**config.mk**
```make
export PLATFORM = sky130hd
export DESIGN_NAME = uart_tx
export DESIGN_NICKNAME = d
export VERILOG_FILES = /design/src/rtl/uart_tx.sv
export SDC_FILE = /design/constraint.sdc
export NUM_CORES = 1
export LEC_CHECK = 0
export BUFFER_PORTS_ARGS = -buffer_cell sky130_fd_sc_hd__buf_4
export CORE_MARGIN = 2
export CORE_UTILIZATION = 47
export DETAILED_ROUTE_END_ITERATION = 16
export GPL_TIMING_DRIVEN = 0
export PLACE_DENSITY = 0.72
export RECOVER_POWER = 50
export SYNTH_ARGS = -nofsm -noshare
export SYNTH_HDL_FRONTEND = slang
export SYNTH_SLANG_ARGS = --single-unit
export TNS_END_PERCENT = 10
```
**constraint.sdc**
```tcl
create_clock -name CLK -period 2 [get_ports CLK]
set_input_delay 0.4 -clock CLK [delete_from_list [all_inputs] [get_ports CLK]]
set_output_delay 0.4 -clock CLK [all_outputs]
set_load 0.05 [all_outputs]
```
**src/rtl/uart_tx.sv**
```systemverilog
// UART transmitter: one serial bit per CLK edge, optional parity bit.
// Define UART_TX_PARITY_EN to compile in the PARITY state and generator.
module uart_tx #(
    parameter int DATA_WIDTH = 8
) (
    input  logic                  CLK,
    input  logic                  RST,
    input  logic [DATA_WIDTH-1:0] P_DATA,
    input  logic                  Data_Valid,
    input  logic                  PAR_EN,
    input  logic                  PAR_TYP,
    output logic                  TX_OUT,
    output logic                  busy
);

    localparam int CW = (DATA_WIDTH > 1) ? $clog2(DATA_WIDTH) : 1;
    localparam logic [CW-1:0] LAST = CW'(DATA_WIDTH - 1);

`ifdef UART_TX_PARITY_EN
    typedef enum logic [2:0] {IDLE, START, DATA, PARITY, STOP} state_t;
`else
    typedef enum logic [1:0] {IDLE, START, DATA, STOP} state_t;
`endif

    state_t                r_state;
    state_t                w_state_nxt;
    logic [CW-1:0]         r_cnt;
    logic [CW-1:0]         w_cnt_nxt;
    logic [DATA_WIDTH-1:0] r_data;
    logic [DATA_WIDTH-1:0] w_data_nxt;
    logic                  r_tx;
    logic                  w_tx_nxt;
    logic                  r_busy;
    logic                  w_busy_nxt;
    logic                  w_accept;

    assign w_accept = Data_Valid && (r_state == IDLE || r_state == STOP);

`ifdef UART_TX_PARITY_EN
    logic r_par_en;
    logic w_par_en_nxt;
    logic r_par_typ;
    logic w_par_typ_nxt;
    logic w_parity;

    assign w_parity = (^r_data) ^ r_par_typ;
`else
    logic w_unused;

    assign w_unused = PAR_EN ^ PAR_TYP;
`endif

    always_comb begin
        w_state_nxt = r_state;
        w_cnt_nxt   = r_cnt;
        w_data_nxt  = r_data;
`ifdef UART_TX_PARITY_EN
        w_par_en_nxt  = r_par_en;
        w_par_typ_nxt = r_par_typ;
`endif
        case (r_state)
            IDLE: begin
                if (Data_Valid) w_state_nxt = START;
            end
            START: begin
                w_state_nxt = DATA;
                w_cnt_nxt   = '0;
            end
            DATA: begin
                if (r_cnt == LAST) begin
                    w_cnt_nxt = '0;
`ifdef UART_TX_PARITY_EN
                    w_state_nxt = r_par_en ? PARITY : STOP;
`else
                    w_state_nxt = STOP;
`endif
                end else begin
                    w_cnt_nxt = r_cnt + 1'b1;
                end
            end
`ifdef UART_TX_PARITY_EN
            PARITY: begin
                w_state_nxt = STOP;
            end
`endif
            STOP: begin
                w_state_nxt = Data_Valid ? START : IDLE;
            end
            default: begin
                w_state_nxt = IDLE;
            end
        endcase

        if (w_accept) begin
            w_data_nxt = P_DATA;
`ifdef UART_TX_PARITY_EN
            w_par_en_nxt  = PAR_EN;
            w_par_typ_nxt = PAR_TYP;
`endif
        end
    end

    // Outputs are precomputed from the next state so both leave flops.
    always_comb begin
        w_tx_nxt   = 1'b1;
        w_busy_nxt = 1'b1;
        case (w_state_nxt)
            IDLE:   w_busy_nxt = 1'b0;
            START:  w_tx_nxt = 1'b0;
            DATA:   w_tx_nxt = w_data_nxt[w_cnt_nxt];
`ifdef UART_TX_PARITY_EN
            PARITY: w_tx_nxt = w_parity;
`endif
            default: w_tx_nxt = 1'b1;
        endcase
    end

    always_ff @(posedge CLK or negedge RST) begin
        if (!RST) begin
            r_state <= IDLE;
            r_cnt   <= '0;
            r_data  <= '0;
            r_tx    <= 1'b1;
            r_busy  <= 1'b0;
        end else begin
            r_state <= w_state_nxt;
            r_cnt   <= w_cnt_nxt;
            r_data  <= w_data_nxt;
            r_tx    <= w_tx_nxt;
            r_busy  <= w_busy_nxt;
        end
    end

`ifdef UART_TX_PARITY_EN
    always_ff @(posedge CLK or negedge RST) begin
        if (!RST) begin
            r_par_en  <= 1'b0;
            r_par_typ <= 1'b0;
        end else begin
            r_par_en  <= w_par_en_nxt;
            r_par_typ <= w_par_typ_nxt;
        end
    end
`endif

    assign TX_OUT = r_tx;
    assign busy   = r_busy;

endmodule

```
# Word-level counts from Yosys, hierarchy flattened
# Index checks and enable logic that the tools add are counted.
# op_classes
n_reduce_logical	4
n_lt_le_gt_ge	1
n_eq_ne	6
addsub	1
n_mux	11
# op_table
op	n
2-to-1 mux 8 bit	1
one-hot mux 2 bit (4 select lines)	1
equality test 2 bit (second input constant)	3
one-hot mux 3 bit (2 select lines)	1
equality test 2 x 1 -> 1 bit (second input constant)	2
zero test 2 bit	2
less-than comparator 3 x 4 -> 1 bit (second input constant)	1
2-to-1 mux 2 bit	2
adder 3 x 1 -> 3 bit (second input constant)	1
binary-select mux 1 bit (select 3 bit)	1
equality test 3 bit (second input constant)	1
2-to-1 mux 1 bit	3
2-to-1 mux 3 bit	1
one-hot mux 1 bit (2 select lines)	1
logical AND 1 bit	1
logical OR 1 bit	1
# totals
input_bits	13
regBits	15
elab_cells	28

# Logic depth before layout (Yosys ltp)
# Gate-level depths: netlist (run 1).
# depth
ltp_word	7
depth_mapped	9

# Worst setup path after synthesis (run 1)
# OpenSTA, ideal clock, no wires.
# synth_timing
kind	register -> register
startpoint	register r_state[0]
endpoint	register r_tx (netlist: TX_OUT)
required_ns	1.906
path_stages_with_launch	10
setup_time_ns	0.094
setup_slack_ns	-0.028
period_less_slack_ns	2.028
arrival_ns	1.934
cell_sequence	dfrtp_1 > inv_1 > ha_1 > buf_6 > nand2b_4 > buf_6 > mux2_4 > mux2_2 > a31oi_1 > a41oi_1
# synth_lines
item	line	rtl
start, declared	25	state_t r_state;
start signal, assigned	126	r_state <= w_state_nxt;
equality test 2 bit (tied with other cells)	61	case (r_state)
one-hot mux 2 bit (4 select lines) (*)	61	
via w_state_nxt[1]	26	state_t w_state_nxt;
equality test 2 bit or equality test 2 x 1 -> 1 bit (tied branches)	107	case (w_state_nxt)
one-hot mux 1 bit (2 select lines) (*)	107	
via w_tx_nxt	32	logic w_tx_nxt;
end signal, assigned	129	r_tx <= w_tx_nxt;
end, declared	31	logic r_tx;
# Mark *: on every way through the listed nets, which the timed path passes. The rest lies on a longest branch. The select of a mux whose other input is x is not followed.

# Worst setup path in the final report (run 1)
# Ends and elaborated chain as after synthesis.

==> key figures, run 1 <==
Setup path
  • FF-to-FF End: TX_OUT
  • Crit path buffers/inverters: 2
  • Critical-path top delay cell: dfrtp_1
  • Worst EP arrival: 2.12 ns
  • Crit Reg-Reg Startpoint: r_state[0]
  • CP top delay family: multiplexers
  • Crit path depth: 8
  • Critical Path Start: r_state[0]
  • Max Fanout on Critical Path: 8
  • Worst-path cell chain: inv_2 > ha_4 > buf_6 > nand2b_4 > mux2_4 > mux2_2 > a31oi_2 > a41oi_2
  • Worst Setup EP: TX_OUT
  • Internal reg-to-reg setup slack: a little under 0.09 ns
  • Max incr delay on CP: 0.40 ns
  • Critical Path End Type: flip-flop
  • Reg2Reg Depth: 8
  • Setup crit start kind: flip-flop
  • Type of the worst setup path: flip-flop to flip-flop
  • Worst path required time: roughly 2.2 ns

Floorplanning
  • Rows: 14
  • Die H: 44.6 um
  • Die area: 1990 um^2
  • Chip width: around 45 um
  • IO Pins: 15
  • Starting Density: 50.8%
  • Core area: 1520 um^2

Place
  • Port buffer count: 12
  • Gpl congestion: 0.735
  • Post-Place Worst Slack: -0.113 ns
  • Cells after DPL: 90
  • HPWL Detailed: 961 um

Final layout
  • Commonest non-fill, non-tap cell in the layout: buf_4
  • Filler Cells Inserted: 123
  • Ant. Diodes: 0
  • Area growth from synthesis to layout: 30.5%
  • Share of layout cells above drive strength 1: about 44%
  • Final net count: 106
  • Most frequent cells in the layout: buf_4 (19), dfrtp_1 (14), mux2_1 (5), inv_1 (4), ha_1 (4)
  • Non-filler cells, final: 103
  • Fin util: about 66%

STA
  • PnR worst setup slack: slightly below 0.09 ns
  • Pins Over Slew Limit: 0
  • Endpoints failing setup: 0
  • Final hold violation count: 0
  • Worst-Margin Slew: 0.815 ns
  • Worst clock skew: 0.00815 ns
  • Setup TNS: 0 ns
  • Tcrit/Tclk final: 95.6%
  • Slew margin rel.: ~46%
  • Maximum clock rate: 523 MHz
  • RSZ-0062 raised after global routing: no
  • Tmin final: approximately 1.9 ns

GRT
  • Total Routing Usage GR: ~18%
  • Largest net degree at the start of global routing: 16
  • First-pass GRT wire length: between 2000 and 2500 um
  • Antenna violations before repair: 0
  • Vias in the first global route: between 500 and 600
  • Congestion Overflow GR: 0

Routing
  • First DRT Iteration DRCs: 2
  • Vias per cell: 5.12
  • Pre-Repair DR Iteration Count: 3
  • Antenna-violating nets left: 0
  • WL/cell: 13.5 um
  • Routed WL: 1390 um
  • Vias: 527
  • DR DRC count: 0

Clock tree
  • H-tree Lvls: 1
  • CTS tree: yes
  • Total clock sinks: 15
  • Worst skew pair latency: about 0.28 ns
  • Number of CTS-inserted buffers: 3
  • Clock buffer depth: 2
  • Root Buffer: clkbuf_4
  • Worst-path clk slew: ~0.090 ns

Pwr
  • Lkg Pwr: 0.494 nW
  • Power, Total: 1.82 mW
  • Sequential share of power: 27.4%
  • Clock Power Share: 9.4%
  • Worst VDD drop: 0.000935 V
  • Switch Pwr: 0.676 mW
  • Net Sw Frac: 37.1%
  • Internal power: 1.14 mW
  • Combinational group share of total power: 63.2%
  • Pwr per Cell Area: 1800 nW/um^2

Yosys
  • Synth cell types: 26
  • Xor/xnor cell area share of the yosys netlist: 0%
  • Multiplexer share of the synthesized area: 17.9%
  • Simple-gate share of the synthesized area: 9.85%
  • Yosys warning total: 0
  • Synth Cell Area: between 700 and 800 um^2
  • Compound-Gate Fraction of Synth Area: 9.21%
  • Sequential element share of the synthesized area: 48.6%
  • Post-synthesis adder-cell area fraction: between 8 and 9%
  • Main combinational cell family by area after synthesis: multiplexers
  • Post-synthesis cell count: 62
  • Yosys reg bits: 15
  • Syn avg cell area: 12.5 um^2
  • Net Count, Synth: 80

Worst hold path
  • Worst hold start: P_DATA[4]
  • Worst min path class: primary input to flip-flop

Outcome
  • Status: complete, no violations

Job
  • Max-Cap Viols: 0
## registers in the layout, indices dropped and copies added (netlist names)
signal	cells
r_data	8
r_cnt	3
r_state	2
TX_OUT	1
busy	1
## how the worst min path moves through the flow
stage	endpoint	depth (start not counted)
6_report	r_data[4]	2
5_1_grt	r_data[6]	2
4_1_cts	r_data[4]	2
3_5_place_dp	r_data[3]	1
3_3_place_gp	r_data[3]	1
2_1_floorplan	busy	0
## per-layer routing
layer | global-route usage, % | wire, um | share of wire (%)
met5 | 0 | 0 | 0
met4 | 10.9 | 29 | 2.1
met3 | 4.90 | 41 | 2.9
met2 | 27.2 | 716 | 52
met1 | 22.3 | 602 | 43
## repair_timing
item | 4_1_cts | 5_1_grt
setup endpoints to repair | 1 | 1
setup buffers | 4 | 5
hold buffers | 1 | 0
endpoints found under the hold margin | 14 | 0
cloned | 0 | 0
resized for setup | 1 | 7
pin swaps | 0 | 4
## Yosys cell counts
master    count  area, um^2
dfstp_2       1        26.3
o21a_1        1        7.51
buf_6         2        22.5
nand2_1       1        3.75
mux2i_1       3        30.0
and4bb_1      1        12.5
nand2b_4      1        13.8
or2_1         1        6.26
inv_2         1        3.75
nand2b_1      2        12.5
nor2b_1       1        6.26
ha_1          5        62.6
mux2_2        1        11.3
o31a_1        1        8.76
o21ai_0       1        5.00
nor2_1        3        11.3
mux2_1        6        67.6
a41oi_1       1        8.76
inv_1         6        22.5
a31oi_1       1        6.26
o21ai_1       2        10.0
a21oi_4       1        16.3
mux2_4        2        30.0
nand3_1       2        10.0
o22a_1        1        8.76
dfrtp_1      14         350
## power groups by stage
stage                     clock network, mW  logic [mW]  registers [mW]
after floorplan                           0       0.662           0.568
after global placement                    0       0.869           0.509
after detailed placement                  0       0.897           0.515
after CTS                             0.176       0.962           0.501
after global routing                  0.196        1.25           0.511
final                                 0.170        1.15           0.499
## layout make-up
class	count	area, um^2	area share (%)
Inverter	7	26.3	2.60
Buffer	1	11.3	1.11
Multi-Input combinational cell	38	383	37.9
Timing Repair Buffer	22	168	16.6
Tap cell	16	20.0	1.98
Clock buffer	4	26.3	2.60
Sequential cell	15	377	37.3
## per-stage QoR
stage               cell area [um^2]  hold slack, ns
floorplan                        787           0.104
global route                    1010           0.339
global placement                 897           0.261
finish                          1010           0.348
CTS                              952           0.346
detailed placement               897           0.263
## cells by family (layout without fill, tap and decap cells)
family,after synthesis,after routing
AOI/OAI and AO/OA,9,9
adders and majority gates,5,5
buffers and inverters,9,34
DFF,15,15
muxes,12,12
and+or+nand+nor,12,12
Power figures use the tool's default switching activity.
==> run 2: changes to the inputs <==
- ABC_AREA: default -> 1
- CORE_UTILIZATION: 47 -> 48
- PLACE_DENSITY: 0.72 -> 0.73
==> key figures, run 2 <==
Setup path
  • Critical path's most frequent cell: nand3_1
  • Worst-path cell chain: inv_1 > ha_1 > buf_6 > inv_6 > nand2_4 > o21ai_1 > nand2_1 > nand3_1 > nand3_1 > nand3_1 > nand2_1
  • Type of the worst setup path: flip-flop to flip-flop
  • Critical-path top delay cell: dfrtp_1
  • Setup crit start kind: flip-flop
  • Max incr delay on CP: 0.38 ns (-0.02 ns)
  • Reg2Reg Depth: 11 (+3)
  • Critical Path End Type: flip-flop
  • Worst EP arrival: 1.95 ns (-0.17 ns)
  • Max Fanout on Critical Path: 9 (+1)
  • Worst path required time: 2.22 ns (about the same)

Yosys
  • Area contributors post-synth: dfrtp_1 (40%), nand2_1 (12%), inv_1 (11%)
  • Net Count, Synth: 125 (+56%)
  • Synth Cell Area: 876 um^2 (+13%)
  • Area leader, netlist: dfrtp_1
  • Syn avg cell area: 8.19 um^2 (-34%)
  • Sequential element share of the synthesized area: 43.0% (-5.6 points)
  • Synth top area share: 40.0% (-5.2 points)
  • Synth cell count leaders: nand2_1 (27), inv_1 (25), dfrtp_1 (14)
  • Synth Flop Type: dfrtp_1
  • Yosys reg bits: 15 (unchanged)
  • Yosys warning total: 0 (unchanged)
  • Synth cell types: 20 (-23%)
  • Post-synthesis cell count: 107 (+73%)
  • EDFF count, synth: 0 (unchanged)
  • Most common cell in the netlist: nand2_1
  • Ys async rst share: 100% (unchanged)

GRT
  • Congestion Overflow GR: 0 (unchanged)
  • Vias in the first global route: 616 (+12%)
  • Antenna violations before repair: 0 (unchanged)
  • Largest net degree at the start of global routing: 16 (unchanged)
  • Total Routing Usage GR: 17.4% (-0.46 points)
  • First-pass GRT wire length: 2630 um (+10%)

Clock tree
  • H-tree Lvls: 1 (unchanged)
  • Number of CTS-inserted buffers: 3 (unchanged)
  • Worst skew pair latency: 0.29 ns (about the same)
  • CTS tree: yes
  • Root Buffer: clkbuf_4
  • Total clock sinks: 15 (unchanged)
  • Worst-path clk slew: 0.09 ns (about the same)
  • Clock buffer depth: 2 (unchanged)

STA
  • WHS: 0.338 ns (-0.0105 ns)
  • Pins Over Slew Limit: 0 (unchanged)
  • RSZ-0062 raised after global routing: no
  • Final hold violation count: 0 (unchanged)
  • Maximum clock rate: 580 MHz (+11%)
  • Setup TNS: 0 ns (unchanged)
  • Endpoints failing setup: 0 (unchanged)
  • Tmin final: 1.72 ns (-0.189 ns)
  • Tcrit/Tclk final: 86.1% (-9.5 points)
  • Slew margin rel.: 45.2% (-0.42 points)
  • Worst clock skew: 0.00588 ns (-0.00227 ns)
  • Worst-Margin Slew: 0.822 ns (+0.00627 ns)

Final layout
  • Commonest non-fill, non-tap cell in the layout: nand2_1
  • Area growth from synthesis to layout: 16.9%
  • Most frequent cells in the layout: nand2_1 (27), inv_1 (25), dfrtp_1 (14), nand3_1 (13), buf_4 (11)
  • Biggest regs: r_data x8, r_cnt x3, r_state x2
  • Final net count: 142 (+34%)
  • Biggest register: r_data
  • Ant. Diodes: 0 (unchanged)
  • Share of layout cells above drive strength 1: 20.3% (-23 points)
  • Final Cell Area: 1020 um^2 (+1.2%)
  • Max FFs per register: 8 (unchanged)

Pwr
  • Pwr per Cell Area: 1850 nW/um^2 (+2.8%)
  • Lkg Pwr: 0.591 nW (+20%)
  • Power, Total: 1.89 mW (+4.1%)
  • Worst VDD drop: 0.00107 V (+14%)

Worst hold path
  • Worst min path class: primary input to flip-flop
  • WHS Path Cells: 3 (+1)

Floorplanning
  • Die area: 2180 um^2 (+9.7%)
  • Rows: 15 (+1)
  • Core area: 1730 um^2 (+13%)
  • Starting Density: 50.7% (-0.096 points)
  • Chip width: 46.7 um (+4.8%)
  • IO Pins: 15 (unchanged)
  • Die H: 46.7 um (+4.8%)

Routing
  • Vias per cell: 4.47 (-13%)
  • Routed WL: 1590 um (+14%)
  • DR DRC count: 0 (unchanged)
  • Pre-Repair DR Iteration Count: 2 (-1)
  • WL/cell: 10.7 um (-20%)
  • Antenna-violating nets left: 0 (unchanged)
  • Vias: 661 (+25%)
  • First DRT Iteration DRCs: 7 (+5)

Place
  • Gpl congestion: 0.793 (+7.9%)
  • Area after DPL: 990 um^2 (+10%)
  • HPWL Detailed: 1220 um (+27%)
  • Port buffer count: 11 (-1)

Job
  • Max-Cap Viols: 0 (unchanged)

Outcome
  • Status: complete, no violations
[run 2: cell count changes in the layout (fill, tap and decap cells not counted), moves of 3 or more]
cell / previous run / this run
inv_1: 4 / 25
nand2_1: 1 / 27
buf_4: 19 / 11
nand3_1: 2 / 13
nand2_4: 0 / 3
mux2_1: 5 / 0
mux2_4: 3 / 0
nand3b_1: 0 / 4
[run 2: through the flow]
step | cells | util (%) | setup slack (ns)
floorplan | 107 | - | 0.493
global placement | 143 | 57.3 | 0.329
detailed placement | 143 | 57.3 | 0.269
CTS | 148 | 59.5 | 0.252
global route | 148 | 59.3 | 0.0855
finish | 148 | 59.3 | 0.277
[run 2: routing by layer]
layer / share of wire (%) / track usage, % / vias to the layer above
met5: 0 / 0 / -
met4: 2.4 / 10.0 / 0
met3: 4.2 / 2.35 / 5
met2: 50 / 31.1 / 12
met1: 43 / 19.6 / 291
li1: - / - / 353
[run 2: kinds of logic (layout without fill, tap and decap cells)]
logic type,after synthesis,after routing,share of synthesized area [%]
fa+ha+maj,5,5,7.14
flops,15,15,43.0
xor+xnor,1,1,1.00
compound gates,5,5,2.86
buf+inv,29,45,14.3
simple gates,52,52,31.7
[run 2: worst max-delay path: cells and delay by family (launching register included)]
| kind | cells | cell delay (ns) |
|---|---|---|
| DFF | 1 | 0.38 |
| and+or+nand+nor | 6 | 0.44 |
| adders and majority gates | 1 | 0.33 |
| buffers and inverters | 3 | 0.33 |
| AOI/OAI and AO/OA | 1 | 0.17 |
[run 2: cell type report]
class,instances,area [um^2]
plain buffers,2,18.8
clock buffers,3,22.5
repair buffers,12,88.8
flip-flops and latches,15,377
multi-input cells,63,374
inverters,27,106
fillers,163,703
well taps,25,31.3
clock inverters,1,5.00
[run 2: power by group]
group / internal, mW / leakage (nW) / switching [mW]
combinational: 0.430 / 0.404 / 0.758
sequential: 0.466 / 0.170 / 0.0637
clock: 0.0744 / 0.0177 / 0.101
total: 0.970 / 0.591 / 0.924
[run 2: what timing repair did]
action | in CTS | in global routing
resized for setup | 0 | 0
hold buffers | 1 | 0
buffers inserted | 0 | 0
endpoints found under the hold margin | 14 | 0
[run 2: worst paths after layout]
kind	slack, ns	end	start
max	0.28	TX_OUT	r_state[0]
min	0.34	r_data[5]	P_DATA[5]
max reg2reg	0.28	TX_OUT	r_state[0]
min reg2reg	0.56	r_data[7]	r_data[7]
max in group asynchronous	0.76	r_state[0]	RST
min in group asynchronous	0.73	r_data[0]	RST
